**src/rtl/pedestrian_xing.sv**
```systemverilog
// Pedestrian crossing controller: synchronised, debounced request button,
// timed car/pedestrian phases and a night-time flashing-yellow mode.
module pedestrian_xing #(
    parameter int unsigned TIMER_SCALE = 16000000,
    parameter int unsigned T_GREEN_MIN = 10,
    parameter int unsigned T_YELLOW    = 3,
    parameter int unsigned T_ALL_RED   = 2,
    parameter int unsigned T_PED_GREEN = 8,
    parameter int unsigned T_PED_CLEAR = 4,
    parameter int unsigned DB_CYCLES   = 160000
) (
    input  logic i_pin3_clk_16mhz,
    input  logic i_pin2_rst_n,
    input  logic i_pin9_ped_button,
    input  logic i_pin10_flash_mode,
    output logic o_pin4_green,
    output logic o_pin5_yellow,
    output logic o_pin6_red,
    output logic o_pin7_ped_green,
    output logic o_pin8_ped_red,
    output logic o_pin11_wait_lamp
);

    localparam int PW  = $clog2(TIMER_SCALE + 1);
    localparam int DBW = $clog2(DB_CYCLES + 1);
    localparam int PHW = $clog2(T_GREEN_MIN + T_YELLOW + T_ALL_RED
                                + T_PED_GREEN + T_PED_CLEAR + 1);

    typedef enum logic [2:0] {
        ALL_RED_B, CAR_GREEN, CAR_YELLOW, ALL_RED_A,
        PED_GREEN, PED_CLEAR, FLASH
    } state_e;

    state_e           state_q, state_d;
    logic             btn_s1_q, btn_s1_d, btn_s2_q, btn_s2_d;
    logic             fm_s1_q, fm_s1_d, fm_s2_q, fm_s2_d;
    logic [DBW-1:0]   db_cnt_q, db_cnt_d;
    logic             db_level_q, db_level_d;
    logic             req_q, req_d;
    logic [PW-1:0]    pre_q, pre_d;
    logic [PHW-1:0]   phase_q, phase_d;
    logic             blink_q, blink_d;
    logic             green_q, green_d, yellow_q, yellow_d, red_q, red_d;
    logic             ped_green_q, ped_green_d, ped_red_q, ped_red_d;
    logic             rise, tick, min_ok, entry;

    always_comb begin
        btn_s1_d = i_pin9_ped_button;
        btn_s2_d = btn_s1_q;
        fm_s1_d  = i_pin10_flash_mode;
        fm_s2_d  = fm_s1_q;

        // Count consecutive samples that disagree with the accepted level.
        db_cnt_d   = '0;
        db_level_d = db_level_q;
        if (btn_s2_q != db_level_q) begin
            if (db_cnt_q == DBW'(DB_CYCLES - 1)) db_level_d = btn_s2_q;
            else db_cnt_d = db_cnt_q + 1'b1;
        end
        rise = db_level_d & ~db_level_q;

        tick   = (pre_q == PW'(TIMER_SCALE - 1));
        min_ok = (phase_q >= PHW'(T_GREEN_MIN))
                 || (tick && phase_q == PHW'(T_GREEN_MIN - 1));

        state_d = state_q;
        unique case (state_q)
            ALL_RED_B:
                if (tick && phase_q == PHW'(T_ALL_RED - 1)) state_d = CAR_GREEN;
            CAR_GREEN:
                if (fm_s2_q) state_d = FLASH;
                else if (req_q && min_ok) state_d = CAR_YELLOW;
            CAR_YELLOW:
                if (tick && phase_q == PHW'(T_YELLOW - 1)) state_d = ALL_RED_A;
            ALL_RED_A:
                if (tick && phase_q == PHW'(T_ALL_RED - 1)) state_d = PED_GREEN;
            PED_GREEN:
                if (tick && phase_q == PHW'(T_PED_GREEN - 1)) state_d = PED_CLEAR;
            PED_CLEAR:
                if (tick && phase_q == PHW'(T_PED_CLEAR - 1)) state_d = ALL_RED_B;
            FLASH:
                if (!fm_s2_q) state_d = ALL_RED_B;
            default: state_d = ALL_RED_B;
        endcase
        entry = (state_d != state_q);

        pre_d   = tick ? '0 : pre_q + 1'b1;
        phase_d = phase_q;
        blink_d = tick ? ~blink_q : blink_q;
        if (tick && state_q != FLASH) begin
            if (state_q != CAR_GREEN || phase_q < PHW'(T_GREEN_MIN))
                phase_d = phase_q + 1'b1;
        end
        if (entry) begin
            pre_d   = '0;
            phase_d = '0;
            blink_d = 1'b1;
        end

        req_d = req_q;
        if (rise && state_q != FLASH) req_d = 1'b1;
        if (entry && (state_d == PED_GREEN || state_d == FLASH)) req_d = 1'b0;

        green_d     = 1'b0;
        yellow_d    = 1'b0;
        red_d       = 1'b0;
        ped_green_d = 1'b0;
        ped_red_d   = 1'b0;
        unique case (state_d)
            CAR_GREEN:  begin green_d  = 1'b1; ped_red_d = 1'b1; end
            CAR_YELLOW: begin yellow_d = 1'b1; ped_red_d = 1'b1; end
            PED_GREEN:  begin red_d = 1'b1; ped_green_d = 1'b1; end
            PED_CLEAR:  begin red_d = 1'b1; ped_green_d = blink_d; end
            FLASH:      yellow_d = blink_d;
            default:    begin red_d = 1'b1; ped_red_d = 1'b1; end
        endcase
    end

    always_ff @(posedge i_pin3_clk_16mhz or negedge i_pin2_rst_n) begin
        if (!i_pin2_rst_n) begin
            state_q     <= ALL_RED_B;
            btn_s1_q    <= 1'b0;
            btn_s2_q    <= 1'b0;
            fm_s1_q     <= 1'b0;
            fm_s2_q     <= 1'b0;
            db_cnt_q    <= '0;
            db_level_q  <= 1'b0;
            req_q       <= 1'b0;
            pre_q       <= '0;
            phase_q     <= '0;
            blink_q     <= 1'b0;
            green_q     <= 1'b0;
            yellow_q    <= 1'b0;
            red_q       <= 1'b1;
            ped_green_q <= 1'b0;
            ped_red_q   <= 1'b1;
        end else begin
            state_q     <= state_d;
            btn_s1_q    <= btn_s1_d;
            btn_s2_q    <= btn_s2_d;
            fm_s1_q     <= fm_s1_d;
            fm_s2_q     <= fm_s2_d;
            db_cnt_q    <= db_cnt_d;
            db_level_q  <= db_level_d;
            req_q       <= req_d;
            pre_q       <= pre_d;
            phase_q     <= phase_d;
            blink_q     <= blink_d;
            green_q     <= green_d;
            yellow_q    <= yellow_d;
            red_q       <= red_d;
            ped_green_q <= ped_green_d;
            ped_red_q   <= ped_red_d;
        end
    end

    assign o_pin4_green      = green_q;
    assign o_pin5_yellow     = yellow_q;
    assign o_pin6_red        = red_q;
    assign o_pin7_ped_green  = ped_green_q;
    assign o_pin8_ped_red    = ped_red_q;
    assign o_pin11_wait_lamp = req_q;

endmodule

```
**config.mk**
```make
export PLATFORM = sky130hd
export DESIGN_NAME = pedestrian_xing
export DESIGN_NICKNAME = d
export VERILOG_FILES = /design/src/rtl/pedestrian_xing.sv
export SDC_FILE = /design/constraint.sdc
export NUM_CORES = 1
export LEC_CHECK = 0
export CORE_MARGIN = 2
export CORE_UTILIZATION = 31
export CTS_CLUSTER_DIAMETER = 30
export DETAILED_ROUTE_END_ITERATION = 6
export PLACE_DENSITY_LB_ADDON = 0.25
export SYNTH_ARGS = -nofsm -noshare
export SYNTH_HDL_FRONTEND = slang
export SYNTH_SLANG_ARGS = --single-unit
export TNS_END_PERCENT = 50
```
**constraint.sdc**
```tcl
create_clock -name i_pin3_clk_16mhz -period 3.9 [get_ports i_pin3_clk_16mhz]
set_input_delay 0.975 -clock i_pin3_clk_16mhz [delete_from_list [all_inputs] [get_ports i_pin3_clk_16mhz]]
set_output_delay 0.975 -clock i_pin3_clk_16mhz [all_outputs]
set_load 0.03 [all_outputs]
```
==> metrics.txt, run 1 <==
status=finished clean; area leader, netlist=dfrtp_1; final critical-path share of the clock period=0.725; DRT Wirelength=between 6000 and 7000 µm; Final nets=354; Post-route DRC=0; critical path's slowest cell=dfrtp_1; DR pass1 iterations=4; cell count after synthesis=between 300 and 400; Slew Limit Fails=0; Max-Slew Margin vs Limit=0.371; total die area=between 10000 and 15000 µm²; number of flops mapped to enable cells by yosys=0; Worst Hold Depth=0; max frequency=approximately 0.35 GHz; cts bufs inserted=9; All-Layer GR Usage=0.129; top-area cell type share of the netlist area=0.459; Sequential Area=about 1600 µm²; Longest Clk Path Bufs=2; postcts setup bufs=0; Synth cell types=between 50 and 60; crit path kind=flip-flop to flip-flop; largest net degree at the start of global routing=44; antenna diode count=0; ys async rst share=1.00; top cells by area, synth=dfrtp_1 46%, xor2_1 6.4%, nor2_1 5.9%; Synth Area per Inst=between 9 and 10 µm²; YS warnings=0; Commonest cells post-synth=60 x dfrtp_1, 51 x nor2_1; # fillers=approximately 1000; cell area after synthesis=3270 µm²; critical path's top delay family=simple AND/OR/NAND/NOR gates; sequential area share after synthesis=0.475; critical path capture point type=flip-flop; Rows=37; area of the multi-input gates=between 1500 and 2000 µm²; Cell Chain, Critical Path=ha_1 > inv_1 > nor4_4 > nand3_1 > o21ai_0 > o31a_1 > buf_4 > nor3_1; CTS tree=yes; R2R depth=8; Die Y=about 110 µm; CTS sink cnt=62; routed len/inst=around 14 µm; I/O Buffers=9; detailed router's first-iteration violation count=around 110; final setup fails=0; CTS root buf=clkbuf_8; prevailing post-synth register cell=dfrtp_1; Layout Area Growth over Synthesis=11.6%; I/O Pins=10; critical path's largest stage delay=around 0.45 ns; Clock Latency Late Sink=0.35 ns; final hold vios=0; Critical Path AT=3.04 ns; Syn Nets=about 350; post-DP HPWL=4570 µm; Clock Skews=about 0.012 ns; worst hold path class=flip-flop to flip-flop; largest fanout on the critical path=21; Lkg Pwr=approximately 1.5 nW; initial antenna violation count=0; worst vdd ir=roughly 0.00014 V; Buf/Inv on CP=2; routability cong.=0.814; CTS clk-pin slew, worst paths=about 0.070 ns; most instantiated library cell after synthesis=dfrtp_1; Worst Tran Pin Value=approximately 0.94 ns; Final min period=2.83 ns; number of hold buffers added after CTS=0; max_cap viols=0; H-Tree Depth=3; Resized Gates After CTS=0; Worst path depth=8; core area=between 10000 and 15000 µm²; via/cell ratio=around 5.0; TNS Setup=0 ns; Vias=2424; flops & latches, synth=a little over 60; share of cells above drive strength 1=0.0974; Setup crit start kind=flip-flop; vias in the first global route=2321; required time worst endpoint=~4.1 ns; placed inst area=about 3500 µm²; RSZ-0062 raised after global routing=false; initial core utilization=0.318; Cell Pwr Density=339 nW/µm²; GR Overflow Total=0; first-pass GRT wire length=11600 µm; Final Cell Area=roughly 3600 µm²; post-route ant nets=0; die width=approximately 110 µm
==> cells in the final DEF (no fill, tap or decap), drive strengths merged, types with 4 or more instances in the layout <==
cell type	synthesis	final
dfrtp	60	60
nor2	51	51
nand3	24	24
nand2	24	24
nor3	24	24
xor2	24	24
xnor2	20	20
inv	13	13
clkbuf	6	11
and4	9	9
o21ai	8	8
clkdlybuf4s50	0	8
and3	7	7
nand4	6	6
ha	5	5
or4	4	4
==> per-stage QoR <==
stage	setup WS, ns	util	hold WS, ns	total power, mW	cells
after global routing	0.804	0.355	0.368	1.29	485
after CTS	1.08	0.355	0.361	1.26	485
after global placement	1.17	0.336	0.346	0.693	470
after floorplan	1.40	-	0.331	0.674	336
after detailed placement	1.10	0.336	0.336	0.693	470
final	1.07	0.355	0.358	1.24	485
==> logic make-up after synthesis <==
kind of cell	after synthesis	synth area share
AOI/OAI and AO/OA	30	0.0697
muxes	1	0.00459
DFF	62	0.475
and+or+nand+nor	168	0.273
buffers and inverters	26	0.0398
xor gates and xnor gates	44	0.118
adders and majority gates	5	0.0191
==> area by class of cell <==
class                           instances  share of cell area
Sequential cell                        62               0.426
Multi-Input combinational cell        248               0.434
Inverter                               13              0.0134
Clock buffer                           11              0.0388
Timing Repair Buffer                   11              0.0275
Tap cell                              136              0.0467
Clock inverter                          4              0.0130
==> worst paths after layout <==
check	startpoint	end	slack, ns
worst max-delay path	pre_q[0]$_DFF_PN0_	pre_q[3]$_DFF_PN0_	1.07
worst min-delay path	fm_s1_q$_DFF_PN0_	fm_s2_q$_DFF_PN0_	0.36
worst max register to register	pre_q[0]$_DFF_PN0_	pre_q[3]$_DFF_PN0_	1.07
worst min register to register	fm_s1_q$_DFF_PN0_	fm_s2_q$_DFF_PN0_	0.36
max in group asynchronous	i_pin2_rst_n	pre_q[16]$_DFF_PN0_	2.29
min in group asynchronous	i_pin2_rst_n	db_cnt_q[14]$_DFF_PN0_	0.77
==> where the power goes <==
group	switching, mW	total, mW	internal, mW
Sequential	0.00428	0.652	0.648
Combinational	0.0198	0.0274	0.00768
Clock	0.251	0.558	0.307
Total	0.275	1.24	0.962
==> registers in the layout, summed over array words and instances (netlist names) <==
name / count
fm_s2_q: 1
o_pin7_ped_green: 1
state_q: 3
phase_q: 5
fm_s1_q: 1
db_level_q: 1
o_pin11_wait_lamp: 1
btn_s2_q: 1
blink_q: 1
o_pin5_yellow: 1
db_cnt_q: 18
o_pin4_green: 1
o_pin6_red: 1
o_pin8_ped_red: 1
btn_s1_q: 1
pre_q: 24
==> per-layer routing <==
metal  track usage  share of wire
met5             0              0
met4        0.0529          0.018
met3        0.0377          0.046
met2         0.185           0.44
met1         0.182           0.49
No activity file was read; power rests on OpenSTA's default activity.
==> inputs of run 2 (changes only) <==
==> constraint.sdc (replaced) <==
create_clock -name i_pin3_clk_16mhz -period 2.9 [get_ports i_pin3_clk_16mhz]
set_input_delay 0.725 -clock i_pin3_clk_16mhz [delete_from_list [all_inputs] [get_ports i_pin3_clk_16mhz]]
set_output_delay 0.725 -clock i_pin3_clk_16mhz [all_outputs]
set_load 0.03 [all_outputs]
==> metrics.txt, run 2 (same netlist as run 1, synthesis figures left out) <==
final hold vios=0 (unchanged); DR pass1 iterations=4 (unchanged); I/O Buffers=9 (unchanged); commonest non-fill, non-tap cell in the layout=dfrtp_1; status=finished clean; critical path's slowest cell=or4b_1; most frequent cells in the layout=60 x dfrtp_1, 51 x nor2_1; worst hold path class=flip-flop to flip-flop; TNS Setup=0 ns (unchanged); post-route ant nets=0 (unchanged); max reg flops=24 (unchanged); first-pass GRT wire length=11800 µm (+1.8%); All-Layer GR Usage=0.131 (+0.00181); initial antenna violation count=0 (unchanged); share of cells above drive strength 1=0.104 (+0.00680); Clock Latency Late Sink=0.34 ns (about the same); final critical-path share of the clock period=0.907 (+0.182); DRT Wirelength=6590 µm (-1.4%); max frequency=0.380 GHz (+7.5%); CTS clk-pin slew, worst paths=0.07 ns (about the same); critical path capture point type=flip-flop; via/cell ratio=4.88 (-2.3%); pre-CTS setup slack=0.276 ns (-0.820 ns); RSZ-0062 raised after global routing=false; Buf/Inv on CP=1 (-1); Critical Path AT=2.90 ns (-0.14 ns); post-DP HPWL=4630 µm (+1.4%); Final min period=2.63 ns (-0.197 ns); Layout Area Growth over Synthesis=12.0%; required time worst endpoint=3.17 ns (-0.94 ns); core area=10300 µm² (unchanged); total die area=11400 µm² (unchanged); vias in the first global route=2437 (+5.0%); Post-route DRC=0 (unchanged); final setup fails=0 (unchanged); I/O Pins=10 (unchanged); worst vdd ir=0.000174 V (+26%); Final nets=359 (+1.4%); Max-Slew Margin vs Limit=0.592 (+0.220); Top reg by flops=pre_q; critical path's largest stage delay=0.48 ns (+0.03 ns); initial core utilization=0.318 (unchanged); final worst-path setup slack=0.269 ns (-0.803 ns); Longest Clk Path Bufs=2 (unchanged); Vias=2397 (-1.1%); number of hold buffers added after CTS=0 (unchanged); Die Y=107 µm (unchanged); Cell Chain, Critical Path=inv_1 > ha_1 > or4b_1 > or4_4 > o311a_1 > a31oi_2 > nand2_1 > mux2_4; crit path kind=flip-flop to flip-flop; routability cong.=0.833 (+2.4%); max_cap viols=0 (unchanged); die width=107 µm (unchanged); CTS tree=yes; detailed router's first-iteration violation count=152 (+41%); postcts setup bufs=0 (unchanged); CTS sink cnt=62 (unchanged); Cell Pwr Density=424 nW/µm² (+25%); Lkg Pwr=1.57 nW (+1.1%); biggest regs=pre_q (24), db_cnt_q (18), phase_q (5); largest net degree at the start of global routing=38 (-14%); critical path's top delay family=simple AND/OR/NAND/NOR gates; GR Overflow Total=0 (unchanged); r2r setup slk=0.27 ns (-0.80 ns); Setup crit start kind=flip-flop; H-Tree Depth=3 (unchanged); CTS root buf=clkbuf_8; antenna diode count=0 (unchanged); Resized Gates After CTS=0 (unchanged); cts bufs inserted=9 (unchanged); Slew Limit Fails=0 (unchanged); hold_ws=0.350 ns (-0.00753 ns); Rows=37 (unchanged); Worst Tran Pin Value=0.613 ns (-0.330 ns); routed len/inst=13.4 µm (-2.6%); largest fanout on the critical path=6 (-71%); Clock Skews=0.0130 ns (+0.000596 ns)
==> run 2: changes by cell type in the layout (fill, tap and decap cells not counted), sizes merged <==
cell,previous run,this run
bufinv,1,0
clkinvlp,1,0
buf,3,8
clkbuf,11,13
clkinv,2,3
==> run 2: path summary, 6_finish.rpt <==
path	endpoint	depth (start not counted)	startpoint
max	o_pin6_red$_DFF_PN1_	8	phase_q[1]$_DFFE_PN0P_
min	btn_s2_q$_DFF_PN0_	0	btn_s1_q$_DFF_PN0_
max reg2reg	o_pin6_red$_DFF_PN1_	8	phase_q[1]$_DFFE_PN0P_
min reg2reg	btn_s2_q$_DFF_PN0_	0	btn_s1_q$_DFF_PN0_
max in group asynchronous	pre_q[15]$_DFF_PN0_	2	i_pin2_rst_n
min in group asynchronous	db_cnt_q[13]$_DFF_PN0_	1	i_pin2_rst_n
==> run 2: power breakdown <==
part	switching [mW]	leakage [nW]	internal, mW	total (mW)
clock network	0.330	0.0812	0.307	0.637
registers	0.00549	0.833	0.871	0.876
logic	0.0276	0.651	0.0122	0.0398
total	0.363	1.57	1.19	1.55
==> run 2: cell type report <==
| type | instances | area [µm²] |
|---|---|---|
| Tap cell | 136 | 170 |
| Timing Repair Buffer | 16 | 150 |
| Sequential cell | 62 | 1550 |
| Multi-Input combinational cell | 248 | 1580 |
| Clock inverter | 3 | 15.0 |
| Clock buffer | 13 | 139 |
| Inverter | 13 | 48.8 |
| Fill cell | 1034 | 6620 |
==> run 2: metrics by stage <==
stage / total power [mW] / area, µm² / utilization / std cells
5_1_grt: 1.62 / 3660 / 0.356 / 491
3_3_place_gp: 0.934 / 3510 / 0.341 / 475
3_5_place_dp: 0.935 / 3510 / 0.341 / 475
4_1_cts: 1.57 / 3660 / 0.356 / 491
2_1_floorplan: 0.906 / 3270 / - / 336
6_report: 1.55 / 3660 / 0.356 / 491
==> run 2: layer usage <==
layer / share of wire / vias to the layer above / track usage
li1: - / 1204 / -
met1: 0.50 / 1155 / 0.182
met2: 0.45 / 29 / 0.196
met3: 0.029 / 9 / 0.0298
met4: 0.017 / 0 / 0.0575
met5: 0 / - / 0
==> run 2: worst register-to-register path, cell delays in order, from the launching register on <==
cell and delay, ns:
dfrtp_1 0.44, inv_1 0.11, ha_1 0.19, or4b_1 0.48, or4_4 0.44, o311a_1 0.31
a31oi_2 0.23, nand2_1 0.10, mux2_4 0.26
==> inputs of run 3 (changes only) <==
--- a/config.mk
+++ b/config.mk
@@ -6,10 +6,11 @@
 export NUM_CORES = 1
 export LEC_CHECK = 0
 export CORE_MARGIN = 2
-export CORE_UTILIZATION = 31
+export CORE_UTILIZATION = 35
 export CTS_CLUSTER_DIAMETER = 30
 export DETAILED_ROUTE_END_ITERATION = 6
 export PLACE_DENSITY_LB_ADDON = 0.25
+export RECOVER_POWER = 50
 export SYNTH_ARGS = -nofsm -noshare
 export SYNTH_HDL_FRONTEND = slang
 export SYNTH_SLANG_ARGS = --single-unit
==> metrics.txt, run 3 (same netlist as run 1, synthesis figures left out) <==
CTS root buf=clkbuf_8; routed len/inst=14.1 µm (+4.8%); critical path's largest stage delay=0.59 ns (+0.11 ns); Clock Latency Late Sink=0.34 ns (about the same); biggest regs=pre_q (24), db_cnt_q (18), phase_q (5); first-pass GRT wire length=11400 µm (-3.8%); placed cells=449 (-5.5%); antenna diode count=0 (unchanged); cts bufs inserted=9 (unchanged); I/O Buffers=9 (unchanged); Max-Slew Margin vs Limit=0.0144 (-0.577); worst vdd ir=0.000171 V (-1.7%); Worst Tran Pin Value=1.48 ns (+0.866 ns); detailed router's first-iteration violation count=95 (-38%); placed inst area=3470 µm² (-1.1%); TNS Setup=0 ns (unchanged); status=finished clean; Cell Pwr Density=437 nW/µm² (+2.9%); core area=9150 µm² (-11%); routability cong.=0.824 (-1.1%); post-DP HPWL=4550 µm (-1.7%); critical path capture point type=flip-flop; Setup crit start kind=flip-flop; final instance count without filler cells=465 (-5.3%); Rows=35 (-5.4%); Clock Skews=0.0142 ns (+0.00117 ns); GR Overflow Total=0 (unchanged); DRT Wirelength=6540 µm (-0.74%); required time worst endpoint=3.17 ns (about the same); postcts setup bufs=0 (unchanged); CTS clk-pin slew, worst paths=0.07 ns (about the same); DR pass1 iterations=4 (unchanged); Post-route DRC=0 (unchanged); final critical-path share of the clock period=0.902 (-0.00551); vias in the first global route=2364 (-3.0%); Final min period=2.61 ns (-0.0160 ns); hold_ws=0.344 ns (-0.00550 ns); largest net degree at the start of global routing=31 (-18%); worst hold path class=flip-flop to flip-flop; Slew Limit Fails=0 (unchanged); Final Cell Area=3630 µm² (-0.75%); final core utilization=0.397 (+0.0408); H-Tree Depth=3 (unchanged); RSZ-0062 raised after global routing=false; crit path kind=flip-flop to flip-flop; most frequent cells in the layout=60 x dfrtp_1, 51 x nor2_1; max_cap viols=0 (unchanged); critical path's slowest cell=or4b_4; Die Y=101 µm (-5.7%); initial core utilization=0.357 (+0.0391); commonest non-fill, non-tap cell in the layout=dfrtp_1; CTS tree=yes; number of hold buffers added after CTS=0 (unchanged); I/O Pins=10 (unchanged); Layout Area Growth over Synthesis=11.2%; Longest Clk Path Bufs=2 (unchanged); final setup fails=0 (unchanged); die width=101 µm (-5.7%); max frequency=0.382 GHz (+0.61%); overall power=1.59 mW (+2.1%); initial antenna violation count=0 (unchanged); All-Layer GR Usage=0.143 (+0.0116); final hold vios=0 (unchanged); CTS sink cnt=62 (unchanged); largest fanout on the critical path=6 (unchanged); Vias=2431 (+1.4%); share of cells above drive strength 1=0.107 (+0.00312); max reg flops=24 (unchanged); Lkg Pwr=1.56 nW (-0.32%); Final nets=358 (-0.28%); Resized Gates After CTS=0 (unchanged); pre-CTS setup slack=0.276 ns (+0.000425 ns); via/cell ratio=5.23 (+7.1%); Cell Chain, Critical Path=or4b_4 > or4_1 > o311a_1 > a31oi_2 > nand2_1 > mux2_4; total die area=10100 µm² (-11%); final worst-path setup slack=0.285 ns (+0.0160 ns); Top reg by flops=pre_q; Buf/Inv on CP=0 (-1); critical path's top delay family=simple AND/OR/NAND/NOR gates; post-route ant nets=0 (unchanged); Critical Path AT=2.88 ns (-0.02 ns)
-- run 3: layout make-up --
type	instances	area, µm²
clock buffers	9	124
fillers	903	5520
clock inverters	7	48.8
multi-input cells	248	1580
repair buffers	15	135
flip-flops and latches	62	1550
well taps	111	139
inverters	13	48.8
-- run 3: layer usage --
metal  global-route usage  up-vias  wire length [µm]  share of wire
met3               0.0381        9               218          0.033
met5                    0        -                 0              0
met4               0.0558        0                72          0.011
met2                0.209       32              2870           0.44
li1                     -     1207                 -              -
met1                0.201     1183              3380           0.52
-- run 3: final timing paths --
check                               startpoint                      end  slack (ns)  cells after the start
max                        pre_q[10]$_DFF_PN0_     o_pin6_red$_DFF_PN1_        0.29                      6
min                         btn_s1_q$_DFF_PN0_       btn_s2_q$_DFF_PN0_        0.34                      0
max reg2reg                pre_q[10]$_DFF_PN0_     o_pin6_red$_DFF_PN1_        0.29                      6
min reg2reg                 btn_s1_q$_DFF_PN0_       btn_s2_q$_DFF_PN0_        0.34                      0
max in group asynchronous         i_pin2_rst_n   phase_q[3]$_DFFE_PN0P_        0.85                      2
min in group asynchronous         i_pin2_rst_n  o_pin5_yellow$_DFF_PN0_        0.73                      1
-- run 3: power by group --
| group | leakage [nW] | switching, mW | total, mW | internal [mW] |
|---|---|---|---|---|
| Clock | 0.0894 | 0.363 | 0.674 | 0.311 |
| Sequential | 0.833 | 0.00554 | 0.876 | 0.870 |
| Combinational | 0.637 | 0.0268 | 0.0363 | 0.00950 |
| Total | 1.56 | 0.396 | 1.59 | 1.19 |
